## src/rtl/demux_stream_1ton_pkg.sv

```systemverilog
// Shared constants and helpers for the buffered 1-to-N stream demultiplexer.
package demux_stream_1ton_pkg;

  localparam int unsigned DROP_CNT_W = 8;

  // Ceiling log2; returns 0 for v <= 1.
  function automatic int unsigned clog2(input int unsigned v);
    int unsigned r;
    r = 0;
    while ((32'd1 << r) < v) r = r + 1;
    return r;
  endfunction

endpackage

```

## src/rtl/demux_stream_1ton_chan_fifo.sv

```systemverilog
// Per-channel DEPTH-entry FIFO; a full FIFO refuses a push even when popped in the same cycle.
module demux_stream_1ton_chan_fifo
  import demux_stream_1ton_pkg::*;
#(
  parameter int unsigned WIDTH = 8,
  parameter int unsigned DEPTH = 2
) (
  input  logic                        clk,
  input  logic                        rst_n,
  input  logic                        push,
  input  logic [WIDTH-1:0]            data,
  input  logic                        pop,
  output logic                        full,
  output logic [clog2(DEPTH):0]       count,
  output logic [WIDTH-1:0]            head
);

  localparam int unsigned PTR_W = clog2(DEPTH);
  localparam int unsigned CNT_W = PTR_W + 1;

  logic [WIDTH-1:0] mem [DEPTH];
  logic [PTR_W-1:0] wr_ptr;
  logic [PTR_W-1:0] rd_ptr;
  logic             push_ok;
  logic             pop_ok;

  assign full    = (count == CNT_W'(DEPTH));
  assign push_ok = push & ~full;
  assign pop_ok  = pop & (count != '0);
  assign head    = mem[rd_ptr];

  // Pointers wrap naturally because DEPTH is a power of two.
  always_ff @(posedge clk or negedge rst_n) begin
    if (!rst_n) begin
      wr_ptr <= '0;
      rd_ptr <= '0;
      count  <= '0;
    end else begin
      if (push_ok) wr_ptr <= wr_ptr + PTR_W'(1);
      if (pop_ok)  rd_ptr <= rd_ptr + PTR_W'(1);
      case ({push_ok, pop_ok})
        2'b10:   count <= count + CNT_W'(1);
        2'b01:   count <= count - CNT_W'(1);
        default: count <= count;
      endcase
    end
  end

  // Storage needs no reset: its contents are masked until count says valid.
  always_ff @(posedge clk) begin
    if (push_ok) mem[wr_ptr] <= data;
  end

endmodule

```

## src/rtl/demux_stream_1ton.sv

```systemverilog
// Buffered 1-to-N stream demux with enable, unicast/broadcast routing and illegal-select drop counter.
module demux_stream_1ton
  import demux_stream_1ton_pkg::*;
#(
  parameter int unsigned WIDTH = 8,
  parameter int unsigned N     = 4,
  parameter int unsigned DEPTH = 2
) (
  input  logic                  clk,
  input  logic                  rst_n,
  input  logic                  en,
  input  logic                  in_valid,
  output logic                  in_ready,
  input  logic [WIDTH-1:0]      in_data,
  input  logic [clog2(N)-1:0]   in_sel,
  input  logic                  in_bcast,
  output logic [N-1:0]          out_valid,
  input  logic [N-1:0]          out_ready,
  output logic [N*WIDTH-1:0]    out_data,
  output logic [DROP_CNT_W-1:0] drop_cnt
);

  localparam int unsigned SEL_W    = clog2(N);
  localparam int unsigned SEL_SPAN = 1 << SEL_W;
  localparam int unsigned CNT_W    = clog2(DEPTH) + 1;

  logic [N-1:0]        full;
  logic [N-1:0]        push;
  logic [CNT_W-1:0]    cnt  [N];
  logic [WIDTH-1:0]    head [N];
  logic [SEL_SPAN-1:0] legal_map;
  logic [SEL_SPAN-1:0] full_ext;
  logic                sel_legal;
  logic                accept;
  logic                drop;

  // Select codes at or beyond N are illegal and never see a full FIFO.
  for (genvar s = 0; s < SEL_SPAN; s++) begin : g_sel
    if (s < N) begin : g_legal
      assign legal_map[s] = 1'b1;
      assign full_ext[s]  = full[s];
    end else begin : g_illegal
      assign legal_map[s] = 1'b0;
      assign full_ext[s]  = 1'b0;
    end
  end

  assign sel_legal = legal_map[in_sel];

  // Ready depends only on registered counts and en, never on out_ready.
  always_comb begin
    in_ready = 1'b0;
    if (en) begin
      if (in_bcast)       in_ready = ~|full;
      else if (sel_legal) in_ready = ~full_ext[in_sel];
      else                in_ready = 1'b1;
    end
  end

  assign accept = in_valid & in_ready;
  assign drop   = accept & ~in_bcast & ~sel_legal;

  for (genvar k = 0; k < N; k++) begin : g_chan
    assign push[k] = accept & (in_bcast | (sel_legal & (in_sel == SEL_W'(k))));

    demux_stream_1ton_chan_fifo #(
      .WIDTH (WIDTH),
      .DEPTH (DEPTH)
    ) u_fifo (
      .clk   (clk),
      .rst_n (rst_n),
      .push  (push[k]),
      .data  (in_data),
      .pop   (out_ready[k]),
      .full  (full[k]),
      .count (cnt[k]),
      .head  (head[k])
    );

    assign out_valid[k]                 = (cnt[k] != '0);
    assign out_data[k*WIDTH +: WIDTH]   = out_valid[k] ? head[k] : '0;
  end

  // Saturating drop counter for words consumed with an illegal select.
  always_ff @(posedge clk or negedge rst_n) begin
    if (!rst_n) begin
      drop_cnt <= '0;
    end else if (drop && (drop_cnt != '1)) begin
      drop_cnt <= drop_cnt + DROP_CNT_W'(1);
    end
  end

endmodule
```

## config.mk

```make
export PLATFORM = sky130hd
export DESIGN_NAME = demux_stream_1ton
export DESIGN_NICKNAME = d
export VERILOG_FILES = /design/src/rtl/demux_stream_1ton_pkg.sv /design/src/rtl/demux_stream_1ton_chan_fifo.sv /design/src/rtl/demux_stream_1ton.sv
export SDC_FILE = /design/constraint.sdc
export NUM_CORES = 1
export LEC_CHECK = 0
export BUFFER_PORTS_ARGS = -buffer_cell sky130_fd_sc_hd__buf_2
export CAP_MARGIN = 25
export CORE_MARGIN = 2
export CORE_UTILIZATION = 55
export DETAILED_ROUTE_END_ITERATION = 7
export PLACE_DENSITY = 0.79
export SLEW_MARGIN = 40
export SYNTH_ARGS = -nofsm -noshare
export SYNTH_HDL_FRONTEND = slang
export SYNTH_SLANG_ARGS = --single-unit
```

## constraint.sdc

```tcl
create_clock -name clk -period 2.66 [get_ports clk]
set_clock_uncertainty 0.2 [all_clocks]
set_input_delay 0.532 -clock clk [delete_from_list [all_inputs] [get_ports clk]]
set_output_delay 0.532 -clock clk [all_outputs]
set_load 0.1 [all_outputs]
```

; Word-level counts from Yosys, hierarchy flattened
; Memories as Yosys holds them, arrays and structs flattened.
; Cells that the tools add are included.
[word_totals]
n_memories = 4
out_inout_bits = 45
ram_bits = 64
ff_bits = 24
word_cells = 116
[memory_table]
columns = memory, words, word_bits, read_ports, rd_ports_with_merged_regs, wr, line_no
row1 = g_chan[0].u_fifo.mem, 2, 8, 1, 0, 1, demux_stream_1ton_chan_fifo.sv:21  ; logic [WIDTH-1:0] mem [DEPTH];
row2 = g_chan[1].u_fifo.mem, 2, 8, 1, 0, 1, demux_stream_1ton_chan_fifo.sv:21
row3 = g_chan[2].u_fifo.mem, 2, 8, 1, 0, 1, demux_stream_1ton_chan_fifo.sv:21
row4 = g_chan[3].u_fifo.mem, 2, 8, 1, 0, 1, demux_stream_1ton_chan_fifo.sv:21
[op_classes]
add_sub_neg = 17
n_mux = 23
n_reduce_logical = 12
eq_ne = 16
n_bitwise = 30
magnitude_cmp = 1
[ops]
columns = op, n
row1 = two-way mux 8 bit, 4
row2 = "equality test 2 bit, second input constant", 10
row3 = AND 1 bit, 19
row4 = case mux 2 bit (2 select lines), 4
row5 = nonzero test 2 bit, 8
row6 = two-way mux 1 bit, 13
row7 = "equality test 2 x 1 -> 1 bit, second input constant", 5
row8 = "adder 1 bit, second input constant", 8
row9 = "adder 2 x 1 -> 2 bit, second input constant", 4
row10 = "adder 8 x 1 -> 8 bit, second input constant", 1
row11 = "inequality test 8 bit, second input constant", 1
row12 = "subtractor 2 x 1 -> 2 bit, second input constant", 4
row13 = NOT 1 bit, 7
row14 = binary-select mux 1 bit (select 2 bit), 2
row15 = OR 1 bit, 4
row16 = OR reduction 4 bit, 1
row17 = "less-than comparator 2 x 3 -> 1 bit, second input constant", 1
row18 = zero test 2 bit, 1
row19 = logical AND 1 bit, 1
row20 = zero test 1 bit, 1

; Depth between registers and ports, before layout
; Gate-level depths: netlist of the first run.
[logic_depth]
depth_word = 12
ltp_mapped = 8
mapped_depth_nobuf = 8

; Cells and area by module
; From an unflattened synthesis of the first run, not the netlist that was laid out.
[unflattened]
cells_unflattened = 238
area_unflattened_um2 = 3495.9
[modules_own_cells]
columns = mod, seq_area_each_um2, cells_each, area_each_um2, n_inst
row1 = demux_stream_1ton_chan_fifo, 580.6, 42, 770.7, 4
row2 = demux_stream_1ton, 0.0, 70, 412.9, 1

; Worst setup path after synthesis of the first run
; OpenSTA, ideal clock, no wires.
[synth_timing]
kind = input to register
startpoint = in in_bcast
endpoint = mem g_chan[3].u_fifo.mem[0][0], enable pin
setup_slack_ns = -0.362
stages = 5
t_arrival_ns = 2.452
cell_sequence = o21ba_2 o221ai_2 nor3_4 nand2_1 nor2_1
[synth_via]
elab_chain_cells = 7
word_cells_on_any_way = 8
classes_between = mux: 4 / bitwise: 4
[synth_rtl]
columns = element, line_no
row1 = "start, declared", demux_stream_1ton.sv:16  ; input logic in_bcast,
row2 = two-way mux 1 bit, demux_stream_1ton.sv:54  ; if (in_bcast) in_ready = ~|full;
row3 = two-way mux 1 bit, demux_stream_1ton.sv:53  ; if (en) begin
row4 = named net in_ready, demux_stream_1ton.sv:13  ; output logic in_ready,
row5 = AND 1 bit, demux_stream_1ton.sv:60  ; assign accept = in_valid & in_ready;
row6 = AND 1 bit, demux_stream_1ton.sv:64  ; assign push[k] = accept & (in_bcast | (sel_legal & (in_sel == SEL_W'(k))));
row7 = AND 1 bit, demux_stream_1ton_chan_fifo.sv:28  ; assign push_ok = push & ~full;
row8 = two-way mux 1 bit, demux_stream_1ton_chan_fifo.sv:51  ; if (push_ok) mem[wr_ptr] <= data;
row9 = two-way mux 1 bit (not written as such), demux_stream_1ton_chan_fifo.sv:51
row10 = "end, declared", demux_stream_1ton_chan_fifo.sv:21
; The timed path passes the listed nets, and every way through them passes these cells.

; Worst setup path after layout of the first run
[layout_timing]
startpoint = reg g_chan[0].u_fifo.count[0]
endpoint = out in_ready
[layout_via]
elab_chain_cells = 7
word_cells_on_any_way = 9
classes_between = eq/ne: 1 / mux: 5 / bitwise: 1 / reduce/logical: 2
[layout_rtl]
columns = element, line_no
row1 = "start, declared", demux_stream_1ton_chan_fifo.sv:14  ; output logic [clog2(DEPTH):0] count,
row2 = "start signal, assigned", demux_stream_1ton_chan_fifo.sv:42  ; 2'b10: count <= count + CNT_W'(1);
row3 = "start signal, assigned", demux_stream_1ton_chan_fifo.sv:43  ; 2'b01: count <= count - CNT_W'(1);
row4 = "start signal, assigned", demux_stream_1ton_chan_fifo.sv:44  ; default: count <= count;
row5 = equality test 2 bit (*), demux_stream_1ton_chan_fifo.sv:27  ; assign full = (count == CNT_W'(DEPTH));
row6 = binary-select mux 1 bit (select 2 bit), demux_stream_1ton.sv:55  ; else if (sel_legal) in_ready = ~full_ext[in_sel];
row7 = two-way mux 1 bit (not written as such), demux_stream_1ton.sv:55
row8 = NOT 1 bit, demux_stream_1ton.sv:55
row9 = two-way mux 1 bit, demux_stream_1ton.sv:55
row10 = two-way mux 1 bit (*), demux_stream_1ton.sv:54
row11 = two-way mux 1 bit (*), demux_stream_1ton.sv:53
row12 = "end, declared", demux_stream_1ton.sv:13
; Mark *: on every way between the ends. The rest lies on a longest branch, timed or not. The select of a mux whose other input is x is not followed.

==> results.sh, run 1 <==
export IMPL_grt_pass1_wl_mm=8.58
export IMPL_start_util_pct=56.7
export IMPL_routabilityCongestion=0.801
export IMPL_initialDrtViolationCount=67
export IMPL_fmax_mhz=392
export IMPL_port_buffer_count=55
export IMPL_cpPeakStageDelay_ns=0.43
export IMPL_dpl_hpwl_mm=3.93
export IMPL_hold_path_class="in -> reg"
export IMPL_routed_via_density=4.97
export IMPL_synth_area_per_cell_um2=14.5
export IMPL_h_tree_depth=3
export IMPL_critical_path_cell_chain="nand2b_1 > o221ai_2 > nor3_4 > buf_4 > buf_12"
export IMPL_grt_usage_pct=18.5
export IMPL_fillers=442
export IMPL_synth_cells=230
export IMPL_mostFrequentLayoutCells="edfxtp_1, buf_2, nor2_2, mux2i_1, dfrtp_1"
export IMPL_period_minus_slack_ns=2.55
export IMPL_critPathMaxFanout=5
export IMPL_r2r_slack_ns=0.32
export IMPL_slew_headroom_pct=59.7
export IMPL_pre_cts_ws_ns=0.150
export IMPL_cts_tree="built"
export IMPL_setup_ws_ns=0.108
export IMPL_rsz0062_at_grt="no"
export IMPL_route_antenna_remaining_nets=0
export IMPL_max_slew_worst_pin_slew_ns=0.604
export IMPL_grt_pass1_vias=1765
export IMPL_cap_viol_max_count=0
export IMPL_cp_slowest_cell="dfrtp_1"
export IMPL_mostFrequentLayoutCell="edfxtp_1"
export IMPL_finalCritPeriodShare_pct=95.9
export IMPL_cts_num_sinks=80
export IMPL_crit_type="reg -> out"
export IMPL_postLayoutCoreUtil_pct=68.6
export IMPL_insertion_delay_ns=0.33
export IMPL_dieArea_um2=6710
export IMPL_ios=64
export IMPL_die_x_um=81.9
export IMPL_synth_seq_cells=80
export IMPL_synth_warnings=0
export IMPL_status="finished clean"
export IMPL_drc=0
export IMPL_start_kind="register"
export IMPL_crit_required_ns=1.93
export IMPL_antenna_found_initial=0
export IMPL_wire_per_inst_um=14.9
export IMPL_multiInputGateArea_um2=1090
export IMPL_wl_mm=5.63
export IMPL_area_delta_synth_final_pct=20.9
export IMPL_grt_max_degree=17
export IMPL_ys_seq_area_share_pct=69.6
export IMPL_clockBufferDepth=2
export IMPL_via_count=1878
export IMPL_whs_ns=0.300
export IMPL_cts_root_buf="clkbuf_8"
export IMPL_fin_nets=321
export IMPL_arrival_ns=1.82
export IMPL_numCtsBuffers=9
export IMPL_core_area_um2=5890
export IMPL_final_hold_violation_count=0
export IMPL_slew_violations=0
export IMPL_row_count=28
export IMPL_grt_overflow=0
export IMPL_syn_cell_area_um2=3340
export IMPL_fp_dieH_um=81.9
export IMPL_tns_ns=0
export IMPL_antenna_cells=0
export IMPL_drive_gt1_share_pct=40.3
export IMPL_critPathCaptureType="output port"
export IMPL_register_area_um2=2320
export IMPL_clk_pin_slew_ns=0.07
export IMPL_first_pass_iters=4
export IMPL_synth_cell_types=20
export IMPL_setup_violations=0
-- logic make-up after synthesis --
group / share of synthesized area [%]
flip-flops: 69.6
other: 0.112
AND/OR/NAND/NOR: 9.52
adder cells (fa/ha/maj): 1.50
AO/OA/AOI/OAI: 1.20
multiplexers: 9.60
XOR/XNOR: 5.25
buffers and inverters: 3.26
-- flip-flops by register name (all words and copies together), names as in the netlist --
name / count
g_chan.u_fifo.mem: 64
g_chan.u_fifo.wr_ptr: 4
g_chan.u_fifo.rd_ptr: 4
g_chan.u_fifo.count: 8
-- critical path, delay by kind of cell (launching register included) --
family | cells | cell delay (ns)
buffers and inverters | 2 | 0.35
AND/OR/NAND/NOR | 2 | 0.56
flip-flops | 1 | 0.43
AO/OA/AOI/OAI | 1 | 0.14
-- cells in the mapped netlist --
library cell	instances	area share, %
a21oi_1	3	0.45
edfxtp_1	64	58
conb_1	1	0.11
ha_1	4	1.5
nand4_2	2	0.75
clkbuf_1	4	0.45
o21ba_2	1	0.30
xor2_1	8	2.1
o221ai_2	1	0.45
xnor2_1	12	3.1
mux2i_1	32	9.6
nor2_1	49	5.5
nor2b_1	4	0.75
nor3_4	1	0.49
nand4b_2	1	0.45
dfrtp_1	16	12
nand2_1	4	0.45
buf_4	8	1.8
nand2b_1	6	1.1
inv_1	9	1.0
-- layer usage --
layer | part of all wire (%) | track usage (%) | vias to the layer above
li1 | - | - | 924
met1 | 43 | 24.1 | 892
met2 | 50 | 30.7 | 54
met3 | 5.7 | 3.52 | 8
met4 | 1.3 | 7.67 | 0
met5 | 0 | 0 | -
-- metrics by stage --
step	instance area, µm²	instances
6_report	4040	378
5_1_grt	4040	378
4_1_cts	4040	378
2_1_floorplan	3510	237
3_3_place_gp	3870	361
3_5_place_dp	3870	361
-- timing repair --
item	in CTS	in global routing
buffers inserted	0	0
hold endpoints to repair	16	0
hold buffers	1	0
resized for setup	0	0
-- cell type report --
cell class	instances	share of cell area [%]
sequential	80	57.5
multi-input combinational	136	26.9
inverter	9	0.837
timing repair buffer	62	8.56
tap	75	2.32
clock inverter	6	0.651
clock buffer	10	3.16
-- worst paths after layout --
path / startpoint / end / depth (start not counted)
setup / recovery: g_chan[0].u_fifo.count[0] / in_ready / 5
hold / removal: in_data[3] / g_chan[0].u_fifo.mem[1][3] / 1
setup reg to reg: g_chan[0].u_fifo.count[0] / g_chan[1].u_fifo.count[1] / 8
hold reg to reg: g_chan[2].u_fifo.count[1] / g_chan[2].u_fifo.count[1] / 1
max in group asynchronous: rst_n / g_chan[3].u_fifo.count[1] / 2
min in group asynchronous: rst_n / g_chan[1].u_fifo.count[0] / 2
Power of run 1 is left out: the tool's default activity adds up to more than one toggle a clock period on the data nets, which glitch-free logic cannot reach.
==> run 2: changes to the inputs <==
SYNTH_HIERARCHICAL = 1   (was not set)
==> run 2 against run 1 <==
Against the previous run: routed wire length is 9.2% higher; global-route usage is 0.27 points lower; sequential cell count stayed put; highest routed layer unchanged; maximum frequency is 1.2% lower; critical path depth is 1 higher; hold slack worse by 0.0052 ns; via count is 7.6% higher.
==> results.sh, run 2 <==
export IMPL_area_delta_synth_final_pct=20.3
export IMPL_routed_via_density=5.17
export IMPL_multiInputGateArea_um2=1180
export IMPL_start_kind="register"
export IMPL_postLayoutCoreUtil_pct=67.4
export IMPL_synth_area_per_cell_um2=14.7
export IMPL_route_antenna_remaining_nets=0
export IMPL_slew_headroom_pct=63.7
export IMPL_final_cells=391
export IMPL_hold_path_class="reg -> reg"
export IMPL_placed_cells=372
export IMPL_synth_top_cell_by_area="edfxtp_1"
export IMPL_synth_cell_types=25
export IMPL_mostFrequentLayoutCell="edfxtp_1"
export IMPL_worst_r2r_path_depth=10
export IMPL_synth_cells=238
export IMPL_grt_max_degree=17
export IMPL_clk_pin_slew_ns=0.07
export IMPL_holdPathStages=1
export IMPL_cap_viol_max_count=0
export IMPL_slew_violations=0
export IMPL_drc=0
export IMPL_critPathCaptureType="output port"
export IMPL_setup_violations=0
export IMPL_start_util_pct=56.0
export IMPL_initialDrtViolationCount=135
export IMPL_fillers=452
export IMPL_cts_tree="built"
export IMPL_top_usage_layer="met2"
export IMPL_final_hold_violation_count=0
export IMPL_insertion_delay_ns=0.34
export IMPL_critical_path_cell_chain="nand2b_1 > inv_1 > nor2b_1 > a222oi_1 > and3b_1 > buf_6"
export IMPL_syn_cell_area_um2=3500
export IMPL_synth_edf_count=64
export IMPL_h_tree_depth=3
export IMPL_use_met1_pct=23.8
export IMPL_register_area_um2=2320
export IMPL_antenna_found_initial=0
export IMPL_cts_num_sinks=80
export IMPL_fmax_mhz=387
export IMPL_via_count=2021
export IMPL_tns_ns=0
export IMPL_drive_gt1_share_pct=39.5
export IMPL_port_buffer_count=55
export IMPL_wl_mm=6.15
export IMPL_fin_nets=333
export IMPL_cpPeakStageDelay_ns=0.43
export IMPL_dpl_hpwl_mm=4.15
export IMPL_die_x_um=83.7
export IMPL_wire_per_inst_um=15.7
export IMPL_critPathMaxFanout=4
export IMPL_dieArea_um2=7010
export IMPL_core_area_um2=6240
export IMPL_antenna_cells=0
export IMPL_cp_slowest_cell="dfrtp_1"
export IMPL_clockBufferDepth=2
export IMPL_first_pass_iters=4
export IMPL_crit_type="reg -> out"
export IMPL_largestRegisters="g_chan.u_fifo/mem x64, g_chan.u_fifo/count x8"
export IMPL_gr_usage_met2_pct=29.3
export IMPL_synth_ff_type="edfxtp_1"
export IMPL_mostFrequentLayoutCells="edfxtp_1, buf_2, nor2b_2, mux2_1, dfrtp_1"
export IMPL_cts_root_buf="clkbuf_8"
export IMPL_numCtsBuffers=9
export IMPL_yosys_area_top_type_share_pct=55.0
export IMPL_finalCritPeriodShare_pct=97.1
export IMPL_ys_seq_area_share_pct=66.4
export IMPL_arrival_ns=1.85
export IMPL_async_reset_ff_share_pct=20.0
export IMPL_grt_pass1_vias=1953
export IMPL_routabilityCongestion=0.754
export IMPL_grtUsageMet3_pct=4.06
export IMPL_synth_seq_cells=80
export IMPL_yosysMostFrequentCell="edfxtp_1"
export IMPL_ios=64
export IMPL_max_slew_worst_pin_slew_ns=0.544
export IMPL_grt_usage_pct=18.2
export IMPL_grt_pass1_wl_mm=9.47
export IMPL_row_count=29
export IMPL_crit_required_ns=1.93
export IMPL_fp_dieH_um=83.7
export IMPL_synth_warnings=6
export IMPL_yosys_top_cells_area="edfxtp_1, dfrtp_1, mux2_1"
export IMPL_top_register="g_chan.u_fifo/mem"
export IMPL_rsz0062_at_grt="no"
export IMPL_period_minus_slack_ns=2.58
export IMPL_whs_ns=0.295
export IMPL_synth_commonest_cells="edfxtp_1, nor2b_1, mux2_1, dfrtp_1, nor2_1"
export IMPL_largest_register_ffs=64
export IMPL_status="finished clean"
export IMPL_grt_overflow=0
[run 2: cell types whose count changed after synthesis, sizes merged, moves of 2 or more]
cell | previous run | this run
nor2b | 4 | 36
o21a | 0 | 4
mux2 | 0 | 32
nor3 | 1 | 5
buf | 8 | 12
nand2b | 6 | 4
nand2 | 4 | 6
nand4 | 2 | 0
and3 | 0 | 4
clkbuf | 4 | 0
mux2i | 32 | 0
nor2 | 49 | 14
[run 2: final timing paths]
kind	slack [ns]	start	endpoint
min in group asynchronous	0.43	rst_n	g_chan[1].u_fifo/count[0]
max in group asynchronous	1.54	rst_n	g_chan[0].u_fifo/count[1]
worst min register to register	0.30	g_chan[3].u_fifo/wr_ptr	g_chan[3].u_fifo/wr_ptr
worst max register to register	0.19	g_chan[2].u_fifo/count[1]	g_chan[0].u_fifo/count[1]
worst min-delay path	0.30	g_chan[3].u_fifo/wr_ptr	g_chan[3].u_fifo/wr_ptr
worst max-delay path	0.08	g_chan[2].u_fifo/count[1]	in_ready
[run 2: cell families (layout without fill, tap and decap cells)]
group / after synthesis / in the layout / share of synthesized area [%]
adder cells (fa/ha/maj): 4 / 4 / 1.43
flip-flops: 80 / 80 / 66.4
XOR/XNOR: 20 / 20 / 5.01
AND/OR/NAND/NOR: 70 / 70 / 11.3
buffers and inverters: 21 / 90 / 3.26
AO/OA/AOI/OAI: 10 / 10 / 2.11
multiplexers: 32 / 32 / 10.3
other: 1 / 8 / 0.107
[run 2: area by class of cell]
| type | instances | share of cell area (%) |
|---|---|---|
| Inverter | 9 | 0.804 |
| Sequential cell | 80 | 55.2 |
| Timing Repair Buffer | 66 | 8.72 |
| Tap cell | 77 | 2.29 |
| Clock inverter | 4 | 1.67 |
| Clock buffer | 11 | 3.13 |
| Multi-Input combinational cell | 144 | 28.2 |
[run 2: through the flow]
stage	area, µm²	setup WS [ns]
final	4200	0.0769
after global routing	4200	0.000941
after CTS	4170	0.0248
after detailed placement	3950	0.191
after global placement	3950	0.249
after floorplan	3600	0.159
[run 2: layer usage]
| layer | wire length (µm) | vias up | part of all wire (%) |
|---|---|---|---|
| met5 | 0 | - | 0 |
| met4 | 125 | 0 | 2.0 |
| met3 | 364 | 10 | 5.9 |
| met2 | 3040 | 68 | 50 |
| met1 | 2610 | 978 | 42 |
| li1 | - | 965 | - |
[run 2: repair_timing]
| action | in CTS | in global routing |
|---|---|---|
| setup endpoints to repair | 1 | 1 |
| gates resized for setup | 2 | 1 |
| hold buffers | 1 | 0 |
| endpoints found under the hold margin | 16 | 0 |
| pin swaps | 1 | 1 |
| setup buffers | 1 | 2 |
[run 2: worst max-delay path, delay by kind of cell (launching register included)]
family	cells	cell delay [ns]
compound gates	1	0.36
flops	1	0.43
simple gates	3	0.43
buf+inv	2	0.30
Power of run 2 is left out for the same reason.
